File: config.mk
export PLATFORM = sky130hd
export DESIGN_NAME = addr_bus_arbiter
export DESIGN_NICKNAME = d
export VERILOG_FILES = /design/src/rtl/addr_arb_pkg.sv /design/src/rtl/rr_pick.sv /design/src/rtl/addr_bus_arbiter.sv
export SDC_FILE = /design/constraint.sdc
export NUM_CORES = 1
export LEC_CHECK = 0
export BUFFER_PORTS_ARGS = -buffer_cell sky130_fd_sc_hd__buf_2
export CORE_MARGIN = 3
export CORE_UTILIZATION = 50
export DETAILED_ROUTE_END_ITERATION = 16
export PLACE_DENSITY = 0.74
export SLEW_MARGIN = 20
export SYNTH_ARGS = -nofsm -noshare
export SYNTH_HDL_FRONTEND = slang
export SYNTH_SLANG_ARGS = --single-unit
File: constraint.sdc
create_clock -name i_clk -period 2 [get_ports i_clk]
set_input_delay 0.2 -clock i_clk [delete_from_list [all_inputs] [get_ports i_clk]]
set_output_delay 0.2 -clock i_clk [all_outputs]
set_load 0.03 [all_outputs]
File: src/rtl/addr_arb_pkg.sv
// Shared types and source indices for the address-bus arbiter.
// Latency: n/a (declarations only).
// Backpressure: n/a.
package addr_arb_pkg;

    typedef enum logic [1:0] {
        IDLE    = 2'd0,
        SETTLE  = 2'd1,
        HOLD    = 2'd2,
        RELEASE = 2'd3
    } arb_state_t;

    // Requester index of each register source on the address bus
    localparam int REQ_PC     = 0;
    localparam int REQ_M      = 1;
    localparam int REQ_XY     = 2;
    localparam int REQ_J      = 3;
    localparam int N_ADDR_SRC = 4;

    // Largest count a CNT_W-bit down-counter can be loaded with
    function automatic int cnt_max(input int width);
        return (1 << width) - 1;
    endfunction

endpackage

File: src/rtl/rr_pick.sv
// Round-robin picker: first active requester searching upward from last+1, wrapping.
// Latency: purely combinational.
// Backpressure: none; the caller decides when the pick is consumed.
module rr_pick #(
    parameter int N_REQ = 4,
    parameter int IDX_W = 2
) (
    input  logic [N_REQ-1:0] i_req,
    input  logic [IDX_W-1:0] i_last,
    output logic [N_REQ-1:0] o_pick,
    output logic [IDX_W-1:0] o_idx,
    output logic             o_any
);

    // Walk offsets 1..N_REQ from the previous winner; the first hit wins
    always_comb begin
        o_pick = '0;
        o_idx  = '0;
        o_any  = 1'b0;
        for (int k = 1; k <= N_REQ; k++) begin
            for (int i = 0; i < N_REQ; i++) begin
                if (!o_any && (i == (int'(i_last) + k) % N_REQ) && i_req[i]) begin
                    o_any     = 1'b1;
                    o_pick[i] = 1'b1;
                    o_idx     = IDX_W'(i);
                end
            end
        end
    end

endmodule

File: src/rtl/addr_bus_arbiter.sv
// Address-bus arbiter: round-robin owner select with relay settle and break-before-make release.
// Latency: req sampled in IDLE drives sel on the same edge; bus_valid/gnt follow SETTLE_CYCLES edges later.
// Backpressure: requests are level-held; non-owners wait until IDLE. Build with ADDR_BUS_CONFLICT_CHECK_EN for load/select conflict flagging.
module addr_bus_arbiter
    import addr_arb_pkg::*;
#(
    parameter int N_REQ          = N_ADDR_SRC,
    parameter int SETTLE_CYCLES  = 3,
    parameter int RELEASE_CYCLES = 2,
    parameter int CNT_W          = 4
) (
    input  logic             i_clk,
    input  logic             i_reset,
    input  logic [N_REQ-1:0] i_req,
    input  logic [N_REQ-1:0] i_load_req,
    output logic [N_REQ-1:0] o_sel,
    output logic [N_REQ-1:0] o_gnt,
    output logic             o_bus_valid,
    output logic             o_busy,
    output logic             o_conflict_err
);

    localparam int IDX_W = (N_REQ > 1) ? $clog2(N_REQ) : 1;
    localparam logic [CNT_W-1:0] SETTLE_LD  = CNT_W'(SETTLE_CYCLES - 1);
    localparam logic [CNT_W-1:0] RELEASE_LD = CNT_W'((RELEASE_CYCLES > 0) ? RELEASE_CYCLES - 1 : 0);
    localparam logic [CNT_W-1:0] CNT_ONE    = CNT_W'(1);
    localparam logic [IDX_W-1:0] LAST_RST   = IDX_W'(N_REQ - 1);

    if (N_REQ < 2) begin : g_bad_nreq
        $error("addr_bus_arbiter: N_REQ must be at least 2");
    end
    if (SETTLE_CYCLES < 1 || SETTLE_CYCLES > 15) begin : g_bad_settle
        $error("addr_bus_arbiter: SETTLE_CYCLES out of range 1..15");
    end
    if (RELEASE_CYCLES < 0 || RELEASE_CYCLES > 15) begin : g_bad_release
        $error("addr_bus_arbiter: RELEASE_CYCLES out of range 0..15");
    end
    if (SETTLE_CYCLES - 1 > cnt_max(CNT_W) || RELEASE_CYCLES - 1 > cnt_max(CNT_W)) begin : g_bad_cntw
        $error("addr_bus_arbiter: CNT_W too narrow for the configured delays");
    end

    arb_state_t       r_state;
    logic [CNT_W-1:0] r_cnt;
    logic [IDX_W-1:0] r_owner;
    logic [IDX_W-1:0] r_last;
    logic [N_REQ-1:0] r_sel;
    logic [N_REQ-1:0] r_gnt;
    logic             r_bus_valid;

    logic [N_REQ-1:0] w_pick;
    logic [IDX_W-1:0] w_pick_idx;
    logic             w_any;
    logic             w_own_req;

    rr_pick #(
        .N_REQ (N_REQ),
        .IDX_W (IDX_W)
    ) u_rr_pick (
        .i_req  (i_req),
        .i_last (r_last),
        .o_pick (w_pick),
        .o_idx  (w_pick_idx),
        .o_any  (w_any)
    );

    assign w_own_req = i_req[r_owner];

    // Arbitration FSM: pick in IDLE, settle relays, hold for the owner, then enforce a dead time
    always_ff @(posedge i_clk) begin
        if (i_reset) begin
            r_state     <= IDLE;
            r_cnt       <= '0;
            r_owner     <= '0;
            r_last      <= LAST_RST;
            r_sel       <= '0;
            r_gnt       <= '0;
            r_bus_valid <= 1'b0;
        end else begin
            r_gnt <= '0;
            case (r_state)
                IDLE: begin
                    if (w_any) begin
                        r_owner <= w_pick_idx;
                        r_last  <= w_pick_idx;
                        r_sel   <= w_pick;
                        r_cnt   <= SETTLE_LD;
                        r_state <= SETTLE;
                    end
                end
                SETTLE: begin
                    if (!w_own_req) begin
                        // Owner gave up before the bus settled: no grant, still honour dead time
                        r_sel <= '0;
                        if (RELEASE_CYCLES == 0) begin
                            r_state <= IDLE;
                        end else begin
                            r_cnt   <= RELEASE_LD;
                            r_state <= RELEASE;
                        end
                    end else if (r_cnt == '0) begin
                        r_bus_valid <= 1'b1;
                        r_gnt       <= r_sel;
                        r_state     <= HOLD;
                    end else begin
                        r_cnt <= r_cnt - CNT_ONE;
                    end
                end
                HOLD: begin
                    if (!w_own_req) begin
                        r_sel       <= '0;
                        r_bus_valid <= 1'b0;
                        if (RELEASE_CYCLES == 0) begin
                            r_state <= IDLE;
                        end else begin
                            r_cnt   <= RELEASE_LD;
                            r_state <= RELEASE;
                        end
                    end
                end
                RELEASE: begin
                    // Requests deliberately ignored until the relays have opened
                    if (r_cnt == '0) begin
                        r_state <= IDLE;
                    end else begin
                        r_cnt <= r_cnt - CNT_ONE;
                    end
                end
                default: r_state <= IDLE;
            endcase
        end
    end

`ifdef ADDR_BUS_CONFLICT_CHECK_EN
    logic r_conflict;

    // Sticky flag: a register being loaded while it also drives the address bus
    always_ff @(posedge i_clk) begin
        if (i_reset) begin
            r_conflict <= 1'b0;
        end else begin
            if (|(r_sel & i_load_req)) begin
                r_conflict <= 1'b1;
                $error("addr_bus_arbiter: load and select of the same register (sel=%b load=%b)",
                       r_sel, i_load_req);
            end
        end
    end

    assign o_conflict_err = r_conflict;
`else
    logic w_unused_load;
    assign w_unused_load  = ^i_load_req;
    assign o_conflict_err = 1'b0;
`endif

    assign o_sel       = r_sel;
    assign o_gnt       = r_gnt;
    assign o_bus_valid = r_bus_valid;
    assign o_busy      = (r_state != IDLE);

endmodule

==> metrics <==
Worst Skew 4.762 ps; total CTS buffers 3; sequential element share of the synthesized area 36.58%; gate family responsible for the most delay along the worst path simple AND/OR/NAND/NOR gates; TritonRoute pass-1 iters 4; post-synthesis cell area between 0.001 and 0.0015 mm^2; max frequency between 500 and 600 MHz; hold_buf cts 0; WL final approximately 2100 um; # IOs 21; pin count of the biggest net entering global routing 17; status finished clean; Clock transition at path regs ~110 ps; drt drc 0; slack of the critical path approximately 160 ps; syn nets around 140; total gr overflow 0; DR WL/cell around 13 um; H-tree levels 1; CORE AREA approximately 0.0018 mm^2; commonest non-fill, non-tap cell in the layout dfxtp_1; number of max-cap violations 0; Fin. Hold Viols 0; ant diodes 0; PortBufs 15; total number of yosys warnings 0; post-synthesis instance total around 120; Worst Path Buf+Inv 1; Starting Density between 50% and 60%; Vias roughly 930; Levels on crit path 7; DR iter-0 viols 25; Critical Path Source Type register; Total GRT Usage roughly 18%; Post-CTS Setup Inserts 0; antenna-violating nets left 0; pwr dens 1379 mW/mm^2; final setup TNS 0 ps; filler cell count between 150 and 200; WS Path Type register to register; RSZ-0062 raised after global routing false; reg-to-reg critical path endpoint r_cnt[0]; vias in the first global route between 800 and 900; CP Capture Point r_cnt[0]; Avg Cell Area, Syn about 8.5 um^2; dpl ws 201.0 ps; final core utilization just over 60%; crit end category register; initial antenna violation count 0; area of the die about 0.0027 mm^2; CTS Sinks 19; CP max FO 7; Seq cells post-synth 19; clk buf depth 2; # resized after CTS 0; Final Max Tran Viols 0; predominant post-synthesis flop cell dfxtp_1; CP required roughly 2200 ps; Post-synth EDFFs 0; final RePlAce weighted congestion about 0.86; critical-path cell list inv_1 -> ha_1 -> or3b_2 -> xnor2_1 -> o22ai_1 -> o311ai_0 -> o31ai_1; # rows 15; synth unique cells 41; Critical R2R Launch r_cnt[0]; Setup-failing EPs final 0; Final min period around 1800 ps; Vias/cell around 5.7; crit-path max cell delay 560 ps; CP arrival between 2000 and 2500 ps; first-pass GRT wire length 3525 um; worst min path class input pin to register; Worst VDD drop a little over 0.8 mV; Skew-Pair Late Insertion Delay 300 ps; clk root buf clkbuf_4; die width between 50 and 60 um; most frequent cells in the layout dfxtp_1, nor2_1, buf_2; Async S/R FF share, synth 0%; reg2reg setup slack approximately 160 ps; DIE HEIGHT 51.60 um; clock tree from TritonCTS built; period utilisation layout 91.93%; reg2reg path depth 7; Leak Pwr 0.5260 nW; Setup crit start r_cnt[0]; proportion of layout cells with a drive suffix above 1 19.71%; CP max-delay cell or3b_2; Syn-to-layout area delta 10.35%; hpwl dp around 1600 um; Nets around 150
logic make-up after synthesis:
group | synth area share (%)
simple gates | 25.03
compound gates | 22.62
flops | 36.58
buf+inv | 5.416
fa+ha+maj | 6.017
mux | 3.129
other cells | 0.3607
xor+xnor | 0.8425
cell usage after synthesis (all sizes together) (2+ instances only):
cell    count  share of area, %
buf         2               1.8
inv         8               2.9
nand2       5               1.8
nand3       2               1.4
and2        5               3.0
a21o        2               1.4
nor3       10               4.8
nor2       16               5.8
dfxtp      19                37
or3b        2               1.7
nand2b      2               1.2
ha          5               6.0
a22o        2               1.7
a21oi       9               4.7
o21ai       6               2.9
o221ai      2               1.7
o22ai       4               2.4
nor4        2               1.8
o21bai      2               1.4
clkbuf      2              0.72
worst reg2reg max path, cell delays in order (launching register included):
cell and delay [ps]:
dfxtp_1 340, inv_1 80, ha_1 210, or3b_2 560
xnor2_1 200, o22ai_1 100, o311ai_0 110, o31ai_1 120
layout make-up:
type	count	area, um^2	area share (%)
clock buffer	3	22.52	1.963
clock inverter	1	5.005	0.4362
inverter	8	30.03	2.617
multi-input combinational	91	603.1	52.56
sequential	19	380.4	33.15
tap	25	31.28	2.726
timing repair buffer	15	75.07	6.543
per-stage QoR:
stage | cells | hold slack, ps | total power, mW | instance area, um^2
finish | 162 | 230.7 | 1.582 | 1147
global route | 162 | 223.6 | 1.706 | 1147
detailed placement | 158 | 477.2 | 1.392 | 1120
global placement | 158 | 448.7 | 1.361 | 1120
CTS | 162 | 218.7 | 1.589 | 1147
floorplan | 122 | 360.4 | 1.219 | 1040
power by group:
| part | switching (mW) | leakage [nW] | internal [mW] |
|---|---|---|---|
| clock | 0.119 | 0.0177 | 0.0746 |
| combinational | 0.512 | 0.353 | 0.314 |
| sequential | 0.0904 | 0.155 | 0.473 |
sequential cells by signal, indices dropped and copies added, names as in the netlist:
signal	count
r_cnt	4
r_state	2
r_owner	2
o_gnt	4
r_last	2
o_sel	4
o_bus_valid	1
how the worst min path moves through the flow:
stage	from	end	slack [ps]	cells after the start
6_report	i_req[0]	o_sel[0]	230	3
5_1_grt	i_req[0]	o_sel[0]	220	3
4_1_cts	i_req[0]	o_sel[0]	220	3
3_5_place_dp	o_sel[3]	o_sel[3]	480	1
3_3_place_gp	o_sel[0]	o_sel[0]	450	2
2_1_floorplan	i_req[0]	o_sel[0]	360	2
layer usage:
metal  part of all wire [%]  up-vias  GRT usage, %
li1                       -      469             -
met1                     46      434         21.93
met2                     48       18         28.18
met3                    4.9        4         6.304
met4                   0.96        0         5.240
met5                      0        -             0
No activity file was read; power rests on OpenSTA's default activity.
